## config.mk

```make
export PLATFORM = sky130hd
export DESIGN_NAME = pipe_stage_skid
export DESIGN_NICKNAME = d
export VERILOG_FILES = /design/src/rtl/pipe_stage_skid.sv
export SDC_FILE = /design/constraint.sdc
export NUM_CORES = 1
export LEC_CHECK = 0
export BUFFER_PORTS_ARGS = -buffer_cell sky130_fd_sc_hd__buf_2
export CAP_MARGIN = 5
export CORE_AREA = 8 8 124 155
export CTS_BUF_LIST = sky130_fd_sc_hd__clkbuf_8
export CTS_CLUSTER_SIZE = 40
export DETAILED_ROUTE_END_ITERATION = 10
export DIE_AREA = 0 0 132 163
export GPL_TIMING_DRIVEN = 0
export MAX_ROUTING_LAYER = met4
export PLACE_DENSITY = 0.67
export SLEW_MARGIN = 20
export SYNTH_ARGS = -nofsm -noshare
export SYNTH_HDL_FRONTEND = slang
export SYNTH_SLANG_ARGS = --single-unit
```

## constraint.sdc

```tcl
create_clock -name clk_i -period 12.75 [get_ports clk_i]
set_input_delay 2.55 -clock clk_i [delete_from_list [all_inputs] [get_ports clk_i]]
set_output_delay 2.55 -clock clk_i [all_outputs]
set_load 0.05 [all_outputs]
```

## src/rtl/pipe_stage_skid.sv

```systemverilog
// rtl/pipe_stage_skid.sv - valid/ready pipeline register with 2-entry skid buffer, flush and bubble ctrl zeroing
module pipe_stage_skid #(
  parameter int DATA_W              = 69,
  parameter int CTRL_W              = 4,
  parameter bit ZERO_CTRL_ON_BUBBLE = 1'b1
) (
  input  logic              clk_i,
  input  logic              rst_i,
  input  logic              flush_i,
  input  logic              valid_i,
  output logic              ready_o,
  input  logic [CTRL_W-1:0] ctrl_i,
  input  logic [DATA_W-1:0] data_i,
  output logic              valid_o,
  input  logic              ready_i,
  output logic [CTRL_W-1:0] ctrl_o,
  output logic [DATA_W-1:0] data_o,
  output logic [1:0]        occupancy_o
);

  // Encoding equals the number of held entries so occupancy_o is the state itself.
  typedef enum logic [1:0] {
    ST_EMPTY = 2'd0,
    ST_FULL  = 2'd1,
    ST_SKID  = 2'd2
  } state_t;

  state_t            state_q, state_d;
  logic [CTRL_W-1:0] main_ctrl_q, main_ctrl_d;
  logic [DATA_W-1:0] main_data_q, main_data_d;
  logic [CTRL_W-1:0] skid_ctrl_q, skid_ctrl_d;
  logic [DATA_W-1:0] skid_data_q, skid_data_d;

  logic in_fire;
  logic out_fire;

  assign valid_o     = (state_q != ST_EMPTY);
  assign ready_o     = (state_q != ST_SKID);
  assign occupancy_o = state_q;
  assign data_o      = main_data_q;

  assign in_fire  = valid_i & ready_o;
  assign out_fire = valid_o & ready_i;

  generate
    if (ZERO_CTRL_ON_BUBBLE) begin : g_zero_ctrl
      assign ctrl_o = valid_o ? main_ctrl_q : '0;
    end else begin : g_raw_ctrl
      assign ctrl_o = main_ctrl_q;
    end
  endgenerate

  always_comb begin
    state_d     = state_q;
    main_ctrl_d = main_ctrl_q;
    main_data_d = main_data_q;
    skid_ctrl_d = skid_ctrl_q;
    skid_data_d = skid_data_q;

    // Flush only invalidates; payload registers keep their contents.
    if (flush_i) begin
      state_d = ST_EMPTY;
    end else begin
      unique case (state_q)
        ST_EMPTY: begin
          if (in_fire) begin
            main_ctrl_d = ctrl_i;
            main_data_d = data_i;
            state_d     = ST_FULL;
          end
        end
        ST_FULL: begin
          if (in_fire && out_fire) begin
            main_ctrl_d = ctrl_i;
            main_data_d = data_i;
          end else if (in_fire) begin
            skid_ctrl_d = ctrl_i;
            skid_data_d = data_i;
            state_d     = ST_SKID;
          end else if (out_fire) begin
            state_d = ST_EMPTY;
          end
        end
        ST_SKID: begin
          if (out_fire) begin
            main_ctrl_d = skid_ctrl_q;
            main_data_d = skid_data_q;
            state_d     = ST_FULL;
          end
        end
        default: state_d = ST_EMPTY;
      endcase
    end
  end

  always_ff @(posedge clk_i or posedge rst_i) begin
    if (rst_i) begin
      state_q     <= ST_EMPTY;
      main_ctrl_q <= '0;
      main_data_q <= '0;
      skid_ctrl_q <= '0;
      skid_data_q <= '0;
    end else begin
      state_q     <= state_d;
      main_ctrl_q <= main_ctrl_d;
      main_data_q <= main_data_d;
      skid_ctrl_q <= skid_ctrl_d;
      skid_data_q <= skid_data_d;
    end
  end

endmodule

```

==> impl_metrics.env <==
export IMPL_status="finished clean"
export IMPL_row_count=53
export IMPL_wl_per_cell_um=17.7
export IMPL_cp_required_ns=10.20
export IMPL_holdCritStartpoint="data_o[68]$_DFFE_PP0P_"
export IMPL_final_nets=664
export IMPL_synthArstFlopShare_pct=100
export IMPL_cpPeakStageDelay_ns=0.46
export IMPL_holdBufCountCts=0
export IMPL_fin_skew_ns=0.00781
export IMPL_ant_nets=0
export IMPL_initial_core_util_pct=39.3
export IMPL_synth_most_common_cell="mux2_2"
export IMPL_timing_final_crit_share_pct=35.0
export IMPL_cp_slowest_cell="dfrtp_1"
export IMPL_hold_class="reg -> reg"
export IMPL_grt_max_degree=99
export IMPL_synth_edf_count=0
export IMPL_worstPathArrival_ns=1.91
export IMPL_tns_ns=0
export IMPL_path_cells="nor2b_1, buf_4, inv_2, buf_2, buf_2"
export IMPL_numClockSinks=148
export IMPL_die_h_um=163
export IMPL_gr_total_overflow=0
export IMPL_synth_top_area_cell="dfrtp_1"
export IMPL_routed_via_density=4.86
export IMPL_clk_latency_ns=0.44
export IMPL_drtPass1Iterations=4
export IMPL_grt_pass1_vias=4478
export IMPL_drv_cap=0
export IMPL_synth_top_area_share_pct=56.6
export IMPL_finalHoldViolations=0
export IMPL_numCtsBuffers=17
export IMPL_io_pins=155
export IMPL_crit_path_frequent_cell="buf_2"
export IMPL_cts_clk_slew_worst_paths_ns=0.09
export IMPL_antenna_found_initial=0
export IMPL_syn_inst=412
export IMPL_maxSlewViolCount=0
export IMPL_yosysSeqAreaShare_pct=56.6
export IMPL_globalRouteTotalUtil_pct=14.4
export IMPL_tritoncts="built"
export IMPL_area_growth_synth_to_final_pct=22.4
export IMPL_multi_input_area_um2=2680
export IMPL_end_kind="output pin"
export IMPL_drc_errors=0
export IMPL_syn_area_per_cell_um2=15.9
export IMPL_reg2reg_from="occupancy_o[0]$_DFFE_PP0P_"
export IMPL_max_vdd_ir_drop_mv=0.0706
export IMPL_grt_pass1_wl_um=23900
export IMPL_via_count=3978
export IMPL_power_density_nw_per_um2=176
export IMPL_crit_type="reg -> out"
export IMPL_critPathLaunchType="flop"
export IMPL_drt_initial_drc_count=120
export IMPL_slew_headroom_pct=45.3
export IMPL_worstSetupStartpoint="occupancy_o[1]$_DFFE_PP0P_"
export IMPL_path_max_fanout=10
export IMPL_fin_util_pct=48.1
export IMPL_fmax_mhz=224
export IMPL_fin_crit_ns=4.46
export IMPL_dieArea_um2=21500
export IMPL_fillers=1520
export IMPL_die_width_um=132
export IMPL_yosys_top_cells_area="dfrtp_1 57%, mux2_2 34%, mux2_4 4.6%, buf_6 1.2%, buf_2 0.84%"
export IMPL_root_buffer="clkbuf_8"
export IMPL_post_cts_resized=0
export IMPL_regArea_um2=3700
export IMPL_worst_pin_slew_ns=0.821
export IMPL_synth_cell_types=21
export IMPL_antenna_cells=0
export IMPL_syn_area_um2=6550
export IMPL_rsz0062_at_grt="false"
export IMPL_core_area_um2=16600
export IMPL_ys_flop_type="dfrtp_1"
export IMPL_finalSetupViolations=0
export IMPL_synth_seq_cells=148
export IMPL_synth_nets=490
export IMPL_drive_gt1_share_pct=71.1
export IMPL_wirelength_um=14500
export IMPL_yosysWarnings=0
export IMPL_power_leakage_nw=3.71
export IMPL_cts_htree_levels=4
export IMPL_finalWeightedCongestion=0.719
export IMPL_synth_common_cells="195 x mux2_2, 148 x dfrtp_1, 20 x mux2_4"
export IMPL_clock_tree_buffer_depth=2
export IMPL_io_buffers=154
export IMPL_postCtsSetupBuffers=0
export IMPL_hpwl_um=10800
==> power by group <==
part | internal (mW) | switching (mW) | leakage, nW | total [mW]
clock network | 0.160 | 0.193 | 0.184 | 0.353
registers | 0.583 | 0.0553 | 1.78 | 0.639
logic | 0.158 | 0.263 | 1.75 | 0.421
total | 0.901 | 0.511 | 3.71 | 1.41
==> layout by cell type, fill, tap and decap left out, types with 2 or more instances in the layout <==
cell	Yosys	final
clkbuf_8	0	17
buf_6	7	7
clkbuf_1	4	4
buf_2	11	165
clkinvlp_4	0	4
mux2_1	4	4
inv_8	0	3
inv_6	0	5
nor2_1	3	3
nor2b_1	6	6
mux2_2	195	195
mux2_4	20	20
dfrtp_1	148	148
clkinv_4	0	2
a21oi_1	2	2
==> flip-flops by register name, summed over array words and instances (netlist names) <==
register     flops
data_o          69
occupancy_o      2
main_ctrl_q      4
skid_ctrl_q      4
skid_data_q     69
==> logic make-up (layout without fill, tap and decap cells) <==
logic type | Yosys count | count (layout) | synth area share, %
flip-flops | 148 | 148 | 56.6
AND/OR/NAND/NOR | 14 | 14 | 1.26
buffers and inverters | 26 | 213 | 2.56
multiplexers | 220 | 220 | 39.0
AO/OA/AOI/OAI | 4 | 4 | 0.631
==> cell type report <==
type	instances	share of cell area, %
Inverter	3	0.234
Sequential cell	148	46.2
Clock inverter	15	1.86
Timing Repair Buffer	155	9.97
Clock buffer	17	2.92
Buffer	23	1.95
Tap cell	220	3.44
Multi-Input combinational cell	238	33.4
==> metal layers <==
metal  wire length (µm)  up-vias  track usage (%)
met5                  0        -                -
met3                627       15             4.26
met2               7630      104             24.4
li1                   -     1829                -
met4                217        0             4.24
met1               6040     2030             16.2
==> worst paths after layout <==
kind                                           to  slack, ns  depth (start not counted)
max reg2reg                data_o[16]$_DFFE_PP0P_      10.59                          6
min in group asynchronous  data_o[21]$_DFFE_PP0P_       2.09                          2
min reg2reg                data_o[68]$_DFFE_PP0P_       0.49                          1
min                        data_o[68]$_DFFE_PP0P_       0.49                          1
max                                       ready_o       8.29                          5
max in group asynchronous  data_o[46]$_DFFE_PP0P_       9.83                          3
==> worst max-delay path: cells and delay by family (launching register included) <==
kind / cells / cell delay [ns]
buffers and inverters: 4 / 0.83
AND/OR/NAND/NOR: 1 / 0.16
flip-flops: 1 / 0.46
==> per-stage QoR <==
step                total power [mW]  cell area (µm²)  instances  hold WS, ns  setup slack [ns]
floorplan                      0.961             6550        412        0.450              6.22
global placement                1.06             7590        786        0.465              4.63
detailed placement              1.08             7630        787        0.479              8.46
CTS                             1.43             8010        819        0.498              8.24
global route                    1.49             8010        819        0.521              8.15
finish                          1.41             8010        819        0.492              8.29
(Power assumes the default switching activity.)
